`src/rtl/spi_mem_ctrl.sv`:
```
// spi_mem_ctrl: SPI mode-0 master issuing READ/WRITE byte frames to serial memory
module spi_mem_ctrl #(
  parameter int ADDR_BITS = 24,
  parameter logic [7:0] READ_CMD = 8'h03,
  parameter logic [7:0] WRITE_CMD = 8'h02
) (
  input  logic        clk,
  input  logic        rst,
  input  logic        start,
  input  logic        we,
  input  logic [15:0] addr,
  input  logic [7:0]  wdata,
  output logic        done,
  output logic [7:0]  data_out,
  output logic        busy,
  output logic        sclk,
  output logic        cs_n,
  output logic        mosi,
  input  logic        miso
);
  localparam int N = 16 + ADDR_BITS;
  localparam int CW = $clog2(N);
  typedef enum logic [2:0] {IDLE, CMD, ADDR, DATA, HOLD, DONE} state_t;
  state_t state;
  logic [N-1:0] sr;
  logic [7:0] rx;
  logic [CW-1:0] cnt;
  logic we_q;
  logic [7:0] op;
  assign op = we ? WRITE_CMD : READ_CMD;
  always_ff @(posedge clk) begin
    if (rst) begin
      state <= IDLE;
      done <= 1'b0;
      busy <= 1'b0;
      cs_n <= 1'b1;
      sclk <= 1'b0;
      mosi <= 1'b0;
      data_out <= 8'h00;
      sr <= '0;
      rx <= 8'h00;
      cnt <= '0;
      we_q <= 1'b0;
    end else begin
      case (state)
        IDLE: if (start) begin
          we_q <= we;
          sr <= {op, ADDR_BITS'(addr), we ? wdata : 8'h00};
          cnt <= '0;
          cs_n <= 1'b0;
          sclk <= 1'b0;
          mosi <= op[7];
          busy <= 1'b1;
          state <= CMD;
        end
        CMD, ADDR, DATA: if (!sclk) sclk <= 1'b1;
        else begin
          sclk <= 1'b0;
          sr <= sr << 1;
          mosi <= (cnt == CW'(N - 1)) ? 1'b0 : sr[N-2];
          cnt <= cnt + 1'b1;
          if (state == DATA) rx <= {rx[6:0], miso};
          state <= (cnt == CW'(7)) ? ADDR :
                   (cnt == CW'(7 + ADDR_BITS)) ? DATA :
                   (cnt == CW'(N - 1)) ? HOLD : state;
        end
        HOLD: begin
          cs_n <= 1'b1;
          done <= 1'b1;
          if (!we_q) data_out <= rx;
          state <= DONE;
        end
        DONE: if (!start) begin
          done <= 1'b0;
          busy <= 1'b0;
          state <= IDLE;
        end
        default: state <= IDLE;
      endcase
    end
  end
endmodule
```
`config.mk`:
```
export PLATFORM = sky130hd
export DESIGN_NAME = spi_mem_ctrl
export DESIGN_NICKNAME = d
export VERILOG_FILES = /design/src/rtl/spi_mem_ctrl.sv
export SDC_FILE = /design/constraint.sdc
export NUM_CORES = 1
export LEC_CHECK = 0
export CAP_MARGIN = 20
export CORE_UTILIZATION = 48
export CTS_CLUSTER_SIZE = 40
export DETAILED_ROUTE_END_ITERATION = 10
export PLACE_DENSITY = 0.87
export SYNTH_ARGS = -nofsm -noshare
export SYNTH_HDL_FRONTEND = slang
export SYNTH_SLANG_ARGS = --single-unit
export TNS_END_PERCENT = 50
```
`constraint.sdc`:
```
create_clock -name clk -period 1.71 [get_ports clk]
set_input_delay 0.342 -clock clk [delete_from_list [all_inputs] [get_ports clk]]
set_output_delay 0.342 -clock clk [all_outputs]
set_load 0.05 [all_outputs]
```
==> results of run 1 <==
-- layout by cell type, fill, tap and decap left out, drive strengths merged, types with 3 or more instances in the layout --
cell type / Yosys / routed
buf: 10 / 44
nand3: 25 / 25
bufinv: 0 / 3
a211oi: 3 / 3
nor2: 36 / 36
dfxtp: 70 / 70
nand2b: 4 / 4
xnor2: 3 / 3
or3: 3 / 3
clkdlybuf4s50: 0 / 26
o21bai: 4 / 4
a311oi: 23 / 23
clkbuf: 18 / 10
o21ai: 4 / 4
inv: 2 / 4
a21oi: 38 / 38
nand2: 91 / 91
nor3: 5 / 5
-- flip-flops by register name (all words and copies together) (netlist names), 3 cells and up --
signal	flops
cnt	6
data_out	8
rx	8
sr	39
state	3
-- timing repair --
item,CTS,global route
gates cloned,7,0
gates resized for setup,19,30
pin swaps,9,15
setup buffers,10,1
setup endpoints to repair,35,45
hold endpoints to repair,0,0
-- final cells by class --
cell class,instances,area [sq um],share of cell area
Clock inverter,6,115,0.0285
Tap cell,72,90.1,0.0223
Clock buffer,10,138,0.0340
Timing Repair Buffer,71,777,0.192
Multi-Input combinational cell,263,1510,0.373
Inverter,2,7.51,0.00186
Sequential cell,70,1410,0.348
-- per-stage QoR --
stage	instance area (sq um)	power [mW]
after floorplan	2900	2.94
after global placement	3390	3.28
after detailed placement	3390	3.34
after CTS	3980	5.62
after global routing	4040	6.05
final	4040	5.85
-- worst max-delay path, delay by kind of cell (launching register included) --
| family | cells | cell delay, ns |
|---|---|---|
| DFF | 1 | 0.33 |
| AOI/OAI and AO/OA | 2 | 0.57 |
| buffers and inverters | 2 | 0.31 |
| and+or+nand+nor | 2 | 0.47 |
-- synthesized netlist by cell type (all sizes together) (2+ instances only) --
cell,number
dfxtp,70
or3,3
nand2b,4
mux2i,2
nor3,5
inv,2
buf,10
nand2,91
o21ai,4
clkbuf,18
a211oi,3
nor2,36
nand3,25
a311oi,23
xnor2,3
xor2,2
a21oi,38
a21o,2
o21bai,4
-- power by group --
part           leakage (nW)  internal, mW  switching (mW)
registers             0.572          1.83           0.150
clock network         0.124          1.02           0.676
logic                 0.759         0.953            1.21
total                  1.45          3.81            2.04
-- final timing paths --
kind,endpoint,cells after the start,from,slack (ns)
setup / recovery,sr[13],6,state[0],-0.07
hold / removal,data_out[2],2,data_out[2],0.46
setup reg to reg,sr[13],6,state[0],-0.07
hold reg to reg,data_out[2],2,data_out[2],0.46
-- cells by family after synthesis --
group,after synthesis
and+or+nand+nor,172
xor gates and xnor gates,5
DFF,70
adders and majority gates,1
buffers and inverters,30
muxes,3
AOI/OAI and AO/OA,82
-- routing by layer --
layer  track usage  vias up
met5             0        -
met4         0.164        0
met3        0.0686       58
met2         0.479      217
met1         0.348     1474
li1              -     1369
==> impl_metrics.yaml, run 1 <==
synthesis:
  synth_edf_count: 0
  synth_fa_ha_area_frac: 0.00431
  synthMuxAreaShare: 0.0108
  async_flop_share: 0
  ys.flop_type: "dfxtp_1"
  synth_top_area_frac: 0.483
  synthTopCellsByArea: "dfxtp_1 (48%), nand2_1 (12%), a311oi_1 (6.9%)"
  synth_compound_area_frac: 0.193
  syn-num-nets: 393
  yosys.area.top_type: "dfxtp_1"
  syn_area_sq_mm: 0.00290
  synth_xor_area_frac: 0.0151
  synth.avg_cell_area_sq_um: 7.99
  post_synth_and_or_nand_nor_area_fraction: 0.251
  yosysWarnings: 0
  synth_cell_types: 41
  yosysSeqAreaShare: 0.483
  synth_top_family_by_area: "simple AND/OR/NAND/NOR gates"
  synth-seq-cells: 70
  netlist_instances: 363
clocking:
  cts_tree: "yes"
  ctsHoldBuffers: 0
  htree_levels: 3
  cts_buffers: 9
  cts-root-buf: "clkbuf_8"
  cts_max_path_buffers: 2
  clkSlewWorstSetupHoldPaths_ns: 0.09
  clock_latency_ns: 0.35
  clock-sinks: 70
route:
  drc_errors: 0
  wl_per_cell_um: 18.9
  via_per_inst: 6.31
  wl_met3_um: 743
  routed.top_layer: "met4"
  vias: 3118
  wirelength_mm: 9.32
  drt_iter0_drc: 348
  drt_pass1_iterations: 5
  wl_met2_mm: 4.56
  postRouteAntennaNets: 0
  m1WireLength_mm: 3.58
layout:
  area_growth_pct: 39.4
  nFillCells: 366
  drive_gt1_frac: 0.218
  final_nets: 447
  fin_util: 0.712
  diodes: 0
  stdcell_count: 494
sta:
  finalHoldViolations: 0
  fin_tns_setup_ns: -0.0665
  final.setup_skew_ns: 0.0157
  tightest_slew_ns: 0.594
  holdWs_ns: 0.457
  fin_crit_sh: 1.04
  setup_viol_count_final: 1
  grt_setup_unrepaired: "yes"
  max_freq_mhz: 563
  max-slew-margin-rel: 0.604
  period_needed_ns: 1.78
  layout_setup_ws_ns: -0.0665
  maxSlewViolCount: 0
worst_setup_path:
  crit_type: "register to register"
  crit_fanout: 8
  worst-endpoint-arrival_ns: 2.02
  setup.worst_path.end_class: "register"
  worstPathRequired_ns: 1.95
  cp-start-kind: "register"
  critPathMaxStageDelay_ns: 0.42
  worstPathCellList: "or3b_4 > a21oi_4 > buf_6 > buf_16 > nor2_1 > a311oi_1"
  cpMaxStageDelayCell: "or3b_4"
floorplan:
  ioPinCount: 42
  coreArea_sq_mm: 0.00568
  fp.dieW_um: 79.7
  start_util: 0.511
  rows: 27
  dieArea_sq_mm: 0.00636
  dieHeight_um: 79.7
global_routing:
  overflow: 0
  gr-usage-all-layers: 0.292
  grt_pass1_vias: 2850
  grt_start_max_net_pins: 41
  grt_pass1_wl_mm: 14.1
  antenna_found_initial: 0
place:
  placed_cells: 463
  gp_congestion: 0.813
  io_buffers: 41
  place_ws_ns: -0.475
  hpwlAfterDp_mm: 3.98
pwr:
  ir_drop_mv: 0.835
  pwr_density_cell_mw_per_mm2: 1450
  power.leakage_nw: 1.45
flow_run:
  cap_violations: 0
outcome:
  outcome: "complete, but fails checks"
  violations: "negative setup slack"
min_path:
  hold_class: "register to register"
No activity file was read; power rests on OpenSTA's default activity.
==> run 2: changes to the inputs <==
PLACE_DENSITY = 0.79   (was 0.87)
==> impl_metrics.yaml, run 2 (synthesis gave the netlist of run 1 again) <==
route:
  drt_iter0_drc: 235
  wirelength_mm: 6.82
  wl_per_cell_um: 13.9
  vias: 2740
  via_per_inst: 5.58
  drt_pass1_iterations: 5
  postRouteAntennaNets: 0
  drc_errors: 0
clocking:
  clkSlewWorstSetupHoldPaths_ns: 0.08
  cts_max_path_buffers: 2
  cts_tree: "yes"
  clock-sinks: 70
  cts_buffers: 9
  clock_latency_ns: 0.35
  cts-root-buf: "clkbuf_8"
  htree_levels: 3
sta:
  tightest_slew_ns: 0.392
  layout_setup_ws_ns: 0.0365
  maxSlewViolCount: 0
  setup_viol_count_final: 0
  final.setup_skew_ns: 0.00996
  max_freq_mhz: 598
  max-slew-margin-rel: 0.738
  period_needed_ns: 1.67
  grt_setup_unrepaired: "yes"
  fin_crit_sh: 0.979
  finalHoldViolations: 0
layout:
  area_growth_pct: 29.7
  final_cell_mix: "nand2_1 (91), dfxtp_1 (67), a21oi_1 (36), nor2_1 (35), buf_4 (35)"
  largest_reg_flops: 39
  diodes: 0
  nFillCells: 453
  design_area_sq_mm: 0.00376
  drive_gt1_frac: 0.167
  final_common_cell: "nand2_1"
  top_regs: "sr: 39 flops, data_out: 8 flops, rx: 8 flops"
  regMostFlops: "sr"
  final_nets: 444
place:
  gp_congestion: 0.815
  io_buffers: 41
  placed_area_sq_mm: 0.00343
  hpwlAfterDp_mm: 4.30
  place_ws_ns: -0.478
min_path:
  hold_depth: 2
  hold_class: "input pin to register"
worst_setup_path:
  cp-start-kind: "register"
  worst-endpoint-arrival_ns: 1.95
  crit_fanout: 3
  cpMaxStageDelayCell: "or4_1"
  worstPathCellList: "or3b_4 > a21o_1 > or4_1 > a21oi_1"
  worstPathRequired_ns: 1.99
  reg2regPathDepth: 4
  crit_type: "register to register"
  setup.worst_path.end_class: "register"
  critPathMaxStageDelay_ns: 0.50
global_routing:
  overflow: 0
  grt_pass1_wl_mm: 10.5
  grt_pass1_vias: 2331
  grt_start_max_net_pins: 42
  antenna_found_initial: 0
  gr-usage-all-layers: 0.214
flow_run:
  cap_violations: 0
outcome:
  outcome: "finished clean"
pwr:
  power_mw: 5.09
  ir_drop_mv: 0.933
  pwr_density_cell_mw_per_mm2: 1350
  power.leakage_nw: 1.39
floorplan:
  dieArea_sq_mm: 0.00636
  dieHeight_um: 79.7
  coreArea_sq_mm: 0.00568
  fp.dieW_um: 79.7
  start_util: 0.511
  ioPinCount: 42
  rows: 27
[run 2: cell count changes in the layout (fill, tap and decap cells not counted), sizes merged]
cell,before,now
dlygate4sd2,1,0
buf,44,39
bufinv,3,2
clkbuf,10,11
clkinv,0,2
dlymetal6s2s,0,1
[run 2: through the flow]
step                      hold slack, ns  TNS (ns)  utilization  std cells
after floorplan                    0.432         0            -        363
after global placement             0.439    -15.08        0.605        469
after detailed placement           0.444    -17.10        0.605        469
after CTS                          0.335   -0.0226        0.646        486
after global routing               0.361   -0.0444        0.663        491
final                              0.357         0        0.663        491
[run 2: final timing paths]
kind	slack, ns	endpoint	start
setup / recovery	0.04	cnt[5]	state[1]
hold / removal	0.36	cs_n	rst
hold reg to reg	0.46	sr[28]	sr[28]
setup reg to reg	0.04	cnt[5]	state[1]
[run 2: what timing repair did]
action                     4_1_cts  5_1_grt
buffers inserted                 1        3
pin swaps                        4       12
setup endpoints to repair       24       44
gates resized for setup          1        8
hold buffers                     0        0
cloned                           0        2
[run 2: layout make-up]
cell class	instances	area, sq um	share of cell area
clock buffers	9	124	0.0329
clock inverters	7	95.1	0.0253
inverters	2	7.51	0.00200
multi-input cells	263	1400	0.372
flip-flops and latches	70	1410	0.373
well taps	72	90.1	0.0239
repair buffers	68	642	0.171
[run 2: layer usage]
layer | wire length (um) | global-route usage | vias to the layer above
met1 | 3170 | 0.275 | 1272
met2 | 3150 | 0.338 | 89
met5 | 0 | 0 | -
met4 | 141 | 0.107 | 0
li1 | - | - | 1366
met3 | 364 | 0.0446 | 13
[run 2: worst max-delay path, delay by kind of cell, from the launching register on]
| family | cells | cell delay (ns) |
|---|---|---|
| flops | 1 | 0.33 |
| simple gates | 2 | 0.92 |
| compound gates | 2 | 0.35 |
[run 2: power breakdown]
| group | internal, mW | leakage [nW] | switching, mW | total [mW] |
|---|---|---|---|---|
| registers | 1.83 | 0.572 | 0.120 | 1.95 |
| logic | 0.712 | 0.705 | 0.944 | 1.66 |
| clock network | 0.826 | 0.110 | 0.657 | 1.48 |
| total | 3.37 | 1.39 | 1.72 | 5.09 |
==> run 3: changes to the inputs <==
CORE_UTILIZATION = 45   (was 48)
PLACE_DENSITY = 0.75   (was 0.79)
==> impl_metrics.yaml, run 3 (synthesis gave the netlist of run 1 again) <==
global_routing:
  globalRoute.busiestLayer: "met2"
  overflow: 0
  grt_pass1_vias: 2148
  met1_usage: 0.263
  grt_start_max_net_pins: 39
  grtUsageMet3: 0.0560
  gr-usage-all-layers: 0.193
  antenna_found_initial: 0
  groute.layer.met2.usage: 0.293
  grt_pass1_wl_mm: 9.91
worst_setup_path:
  reg2regPathDepth: 4
  r2r_slack_ns: 0.09
  rr_endpoint: "cnt[5]"
  crit_type: "register to register"
  worstPathRequired_ns: 1.98
  cp-start-kind: "register"
  worst-endpoint-arrival_ns: 1.89
  critPathLaunch: "state[1]"
  r2r-start: "state[1]"
  crit_fanout: 3
  setup.worst_path.end_class: "register"
clocking:
  htree_levels: 3
  clock_latency_ns: 0.34
  cts_buffers: 9
  cts_max_path_buffers: 2
  clkSlewWorstSetupHoldPaths_ns: 0.08
  cts-root-buf: "clkbuf_8"
  clock-sinks: 70
  cts_tree: "yes"
floorplan:
  start_util: 0.479
  ioPinCount: 42
  dieHeight_um: 82.3
  fp.dieW_um: 82.3
  coreArea_sq_mm: 0.00606
  dieArea_sq_mm: 0.00677
  rows: 28
layout:
  nFillCells: 531
  diodes: 0
  drive_gt1_frac: 0.152
  regMostFlops: "sr"
  final_nets: 439
  final_common_cell: "nand2_1"
  final_cell_mix: "nand2_1 (91), dfxtp_1 (68), a21oi_1 (37), nor2_1 (33), buf_4 (31)"
  largest_reg_flops: 39
  stdcell_count: 489
  top_regs: "sr: 39 flops, data_out: 8 flops, rx: 8 flops"
  area_growth_pct: 28.0
sta:
  fin_crit_sh: 0.945
  max_freq_mhz: 619
  setup_viol_count_final: 0
  holdWs_ns: 0.307
  maxSlewViolCount: 0
  final.setup_skew_ns: 0.00932
  grt_setup_unrepaired: "no"
  period_needed_ns: 1.62
  tightest_slew_ns: 0.358
  max-slew-margin-rel: 0.761
  finalHoldViolations: 0
min_path:
  holdCritStartpoint: "rst"
  hold_depth: 2
  hold_path_end: "state[2]"
  hold_class: "input pin to register"
place:
  placed_cells: 471
  io_buffers: 41
  hpwlAfterDp_mm: 4.10
  gp_congestion: 0.826
route:
  postRouteAntennaNets: 0
  drt_iter0_drc: 188
  drc_errors: 0
  wl_per_cell_um: 12.8
  vias: 2597
  drt_pass1_iterations: 4
  via_per_inst: 5.31
  wirelength_mm: 6.27
pwr:
  ir_drop_mv: 0.921
  pwr_density_cell_mw_per_mm2: 1350
  power.leakage_nw: 1.35
  power_mw: 5.01
outcome:
  outcome: "finished clean"
flow_run:
  cap_violations: 0
-- run 3: power by group --
part / internal [mW] / total, mW / switching [mW]
registers: 1.83 / 1.95 / 0.116
logic: 0.645 / 1.54 / 0.898
clock network: 0.844 / 1.52 / 0.675
-- run 3: final cells by class --
cell class	count	area (sq um)	area share
flip-flops and latches	70	1400	0.378
multi-input cells	263	1390	0.374
clock inverters	7	103	0.0276
clock buffers	9	124	0.0334
repair buffers	63	592	0.159
well taps	75	93.8	0.0253
inverters	2	7.51	0.00202
-- run 3: what timing repair did --
| item | 4_1_cts | 5_1_grt |
|---|---|---|
| gates cloned | 0 | 1 |
| resized for setup | 2 | 4 |
| endpoints found under the hold margin | 0 | 0 |
| pin swaps | 1 | 2 |
| setup endpoints to repair | 15 | 39 |
| buffers inserted | 0 | 1 |
| hold buffers | 0 | 0 |
-- run 3: metrics by stage --
step	setup WS (ns)	utilization	instance area, sq um	setup TNS, ns
2_1_floorplan	0.0262	-	2900	0
6_report	0.0945	0.613	3710	0
3_5_place_dp	-0.443	0.568	3440	-15.34
3_3_place_gp	-0.429	0.568	3440	-14.55
4_1_cts	0.0648	0.606	3670	0
5_1_grt	0.00991	0.613	3710	0
-- run 3: routing by layer --
| layer | vias up | part of all wire |
|---|---|---|
| li1 | 1351 | - |
| met1 | 1191 | 0.47 |
| met2 | 46 | 0.47 |
| met3 | 9 | 0.043 |
| met4 | 0 | 0.015 |
| met5 | - | 0 |
-- run 3: worst max-delay path, stage by stage, from the launching register on --
cell	delay, ns
dfxtp_2	0.33
or3b_4	0.42
a21o_1	0.18
or4_1	0.49
a21oi_1	0.14
-- run 3: worst max path at each step --
stage	cells after the start	to	slack (ns)
2_1_floorplan	5	cnt[5]	0.03
4_1_cts	5	cnt[5]	0.06
5_1_grt	5	sr[22]	0.01
6_report	4	cnt[5]	0.09
3_3_place_gp	5	cnt[5]	-0.43
3_5_place_dp	5	cnt[5]	-0.44
==> variant, RTL diff (settings of run 3) <==
The parameter `ADDR_BITS` goes from 24 to 16.
--- a/src/rtl/spi_mem_ctrl.sv
+++ b/src/rtl/spi_mem_ctrl.sv
@@ -1,6 +1,6 @@
 // spi_mem_ctrl: SPI mode-0 master issuing READ/WRITE byte frames to serial memory
 module spi_mem_ctrl #(
-  parameter int ADDR_BITS = 24,
+  parameter int ADDR_BITS = 16,
   parameter logic [7:0] READ_CMD = 8'h03,
   parameter logic [7:0] WRITE_CMD = 8'h02
 ) (
Formal check against the unedited RTL: no difference found for any inputs over 10 cycles, from zero or initial values and one cycle with rst high; that may be too few to reach the edited logic, so the function may still have changed.
==> variant against run 3 <==
Critical path depth grew 2. Wire length shrank 7.7%. Worst hold slack gained 0.12 ns. Utilization grew 0.63 points. Area after synthesis shrank 10%. Sequential cell count shrank 9. Setup slack lost 0.0027 ns. Die area shrank 10%. Final cell count shrank 8.6%. Largest cell class is now multi-input gates. Non-clock buffer count grew 5. Final area shrank 7.6%.
Power is not compared: it rests on default switching activity, and its combinational part moved more than twofold at a synthesized area within 25%.
==> variant: results (changes against run 3) <==
worst_setup_path:
  critPathMaxFanout: 8  # +5
  cp_slowest_stage_delay_ns: 0.42  # -0.07 ns
  arrival_ns: 1.85  # -0.04 ns
  slowest_stage: "or3b_4"
detailed_routing:
  via_per_inst: 5.295  # -0.29%
  wl_per_cell_um: 12.95  # +0.96%
  drtIter0Drc: 145  # -23%
timing:
  fin_skew_ns: 0.004516  # -0.004806 ns
  maxSlewHeadroom_pct: 70.22  # -5.9 points
finish:
  fin_cells: 447  # -8.6%
  reg_top3: "sr: 31 flops, data_out: 8 flops, rx: 8 flops"
  layout-drive-gt1-share_pct: 18.40  # +3.2 points
synthesis:
  synth_fp_nets: 349  # -11%
  synth_cell_types: 39  # -4.9%
  netlist_top_cells_area: "dfxtp_1 (47%), nand2_1 (12%), a311oi_1 (5.7%)"
  ys_seq_area_share_pct: 46.99  # -1.3 points
  yosys-top-cells-count: "nand2_1 (85), dfxtp_1 (61), nor2_1 (34)"
clock_network:
  clk_pin_slew_worst_paths_ns: 0.06  # -0.02 ns
status:
  status: "completed"
global_routing:
  grt_pass1_wl_mm: 9.177  # -7.4%
  grt_pass1_vias: 2052  # -4.5%
  grt_max_degree: 35  # -10%
  track_usage_pct: 19.46  # +0.14 points
place:
  dpl-instance-area_um2: 3115  # -9.5%
  dp_hpwl_mm: 3.714  # -9.4%
  gp_congestion: 0.7841  # -5.0%
  pre_cts_slack_ns: -0.3350  # +0.1082 ns
  placedCellCount: 425  # -9.8%
-- variant: cell types whose count changed after synthesis, sizes merged, moves of 4 or more --
cell / change
clkbuf: -4
nand2: -6
nand3: -7
a21oi: -10
dfxtp: -9
-- variant: logic make-up after synthesis --
family / after synthesis / synth area share (%)
compound gates: 67 / 19.69
xor+xnor: 4 / 1.348
fa+ha+maj: 2 / 0.9628
buf+inv: 28 / 5.296
flops: 61 / 46.99
mux: 2 / 0.7704
simple gates: 154 / 24.94
-- variant: layout make-up --
| class | count | area, um^2 |
|---|---|---|
| sequential | 61 | 1222 |
| clock buffer | 13 | 138.9 |
| tap | 72 | 90.09 |
| inverter | 2 | 7.507 |
| timing repair buffer | 68 | 673.1 |
| multi-input combinational | 229 | 1262 |
| clock inverter | 2 | 35.03 |
| fill | 483 | 2111 |
-- variant: power by group through the flow --
stage,clock network [mW],registers [mW],logic [mW]
floorplan,0,1.59,0.325
global placement,0,1.58,0.515
detailed placement,0,1.58,0.526
CTS,1.20,1.55,0.527
global route,1.28,1.56,0.660
finish,1.19,1.55,0.609
-- variant: what timing repair did --
| item | in CTS | in global routing |
|---|---|---|
| gates resized for setup | 0 | 12 |
| buffers inserted | 0 | 4 |
| endpoints found under the setup margin | 0 | 20 |
| hold endpoints to repair | 0 | 0 |
-- variant: final timing paths --
| kind | slack [ns] | cells past startpoint | to | start |
|---|---|---|---|---|
| worst max register to register | 0.09 | 6 | sr[2] | state[0] |
| worst min register to register | 0.45 | 2 | data_out[7] | rx[7] |
| worst max-delay path | 0.09 | 6 | sr[2] | state[0] |
| worst min-delay path | 0.43 | 2 | state[2] | rst |
-- variant: per-layer routing --
metal  up-vias  part of all wire [%]  wire length, um  GRT usage, %
li1       1204                     -                -             -
met3        14                   4.2              241         5.059
met2        53                    47             2721         30.62
met4         0                   2.2              127         11.67
met1      1096                    47             2700         23.85
met5         -                     0                0             0
-- variant: critical path: cells and delay by family (launching register included) --
kind                   cells  cell delay [ns]
flip-flops                 1             0.34
AO/OA/AOI/OAI              2             0.45
AND/OR/NAND/NOR            2             0.46
buffers and inverters      2             0.26
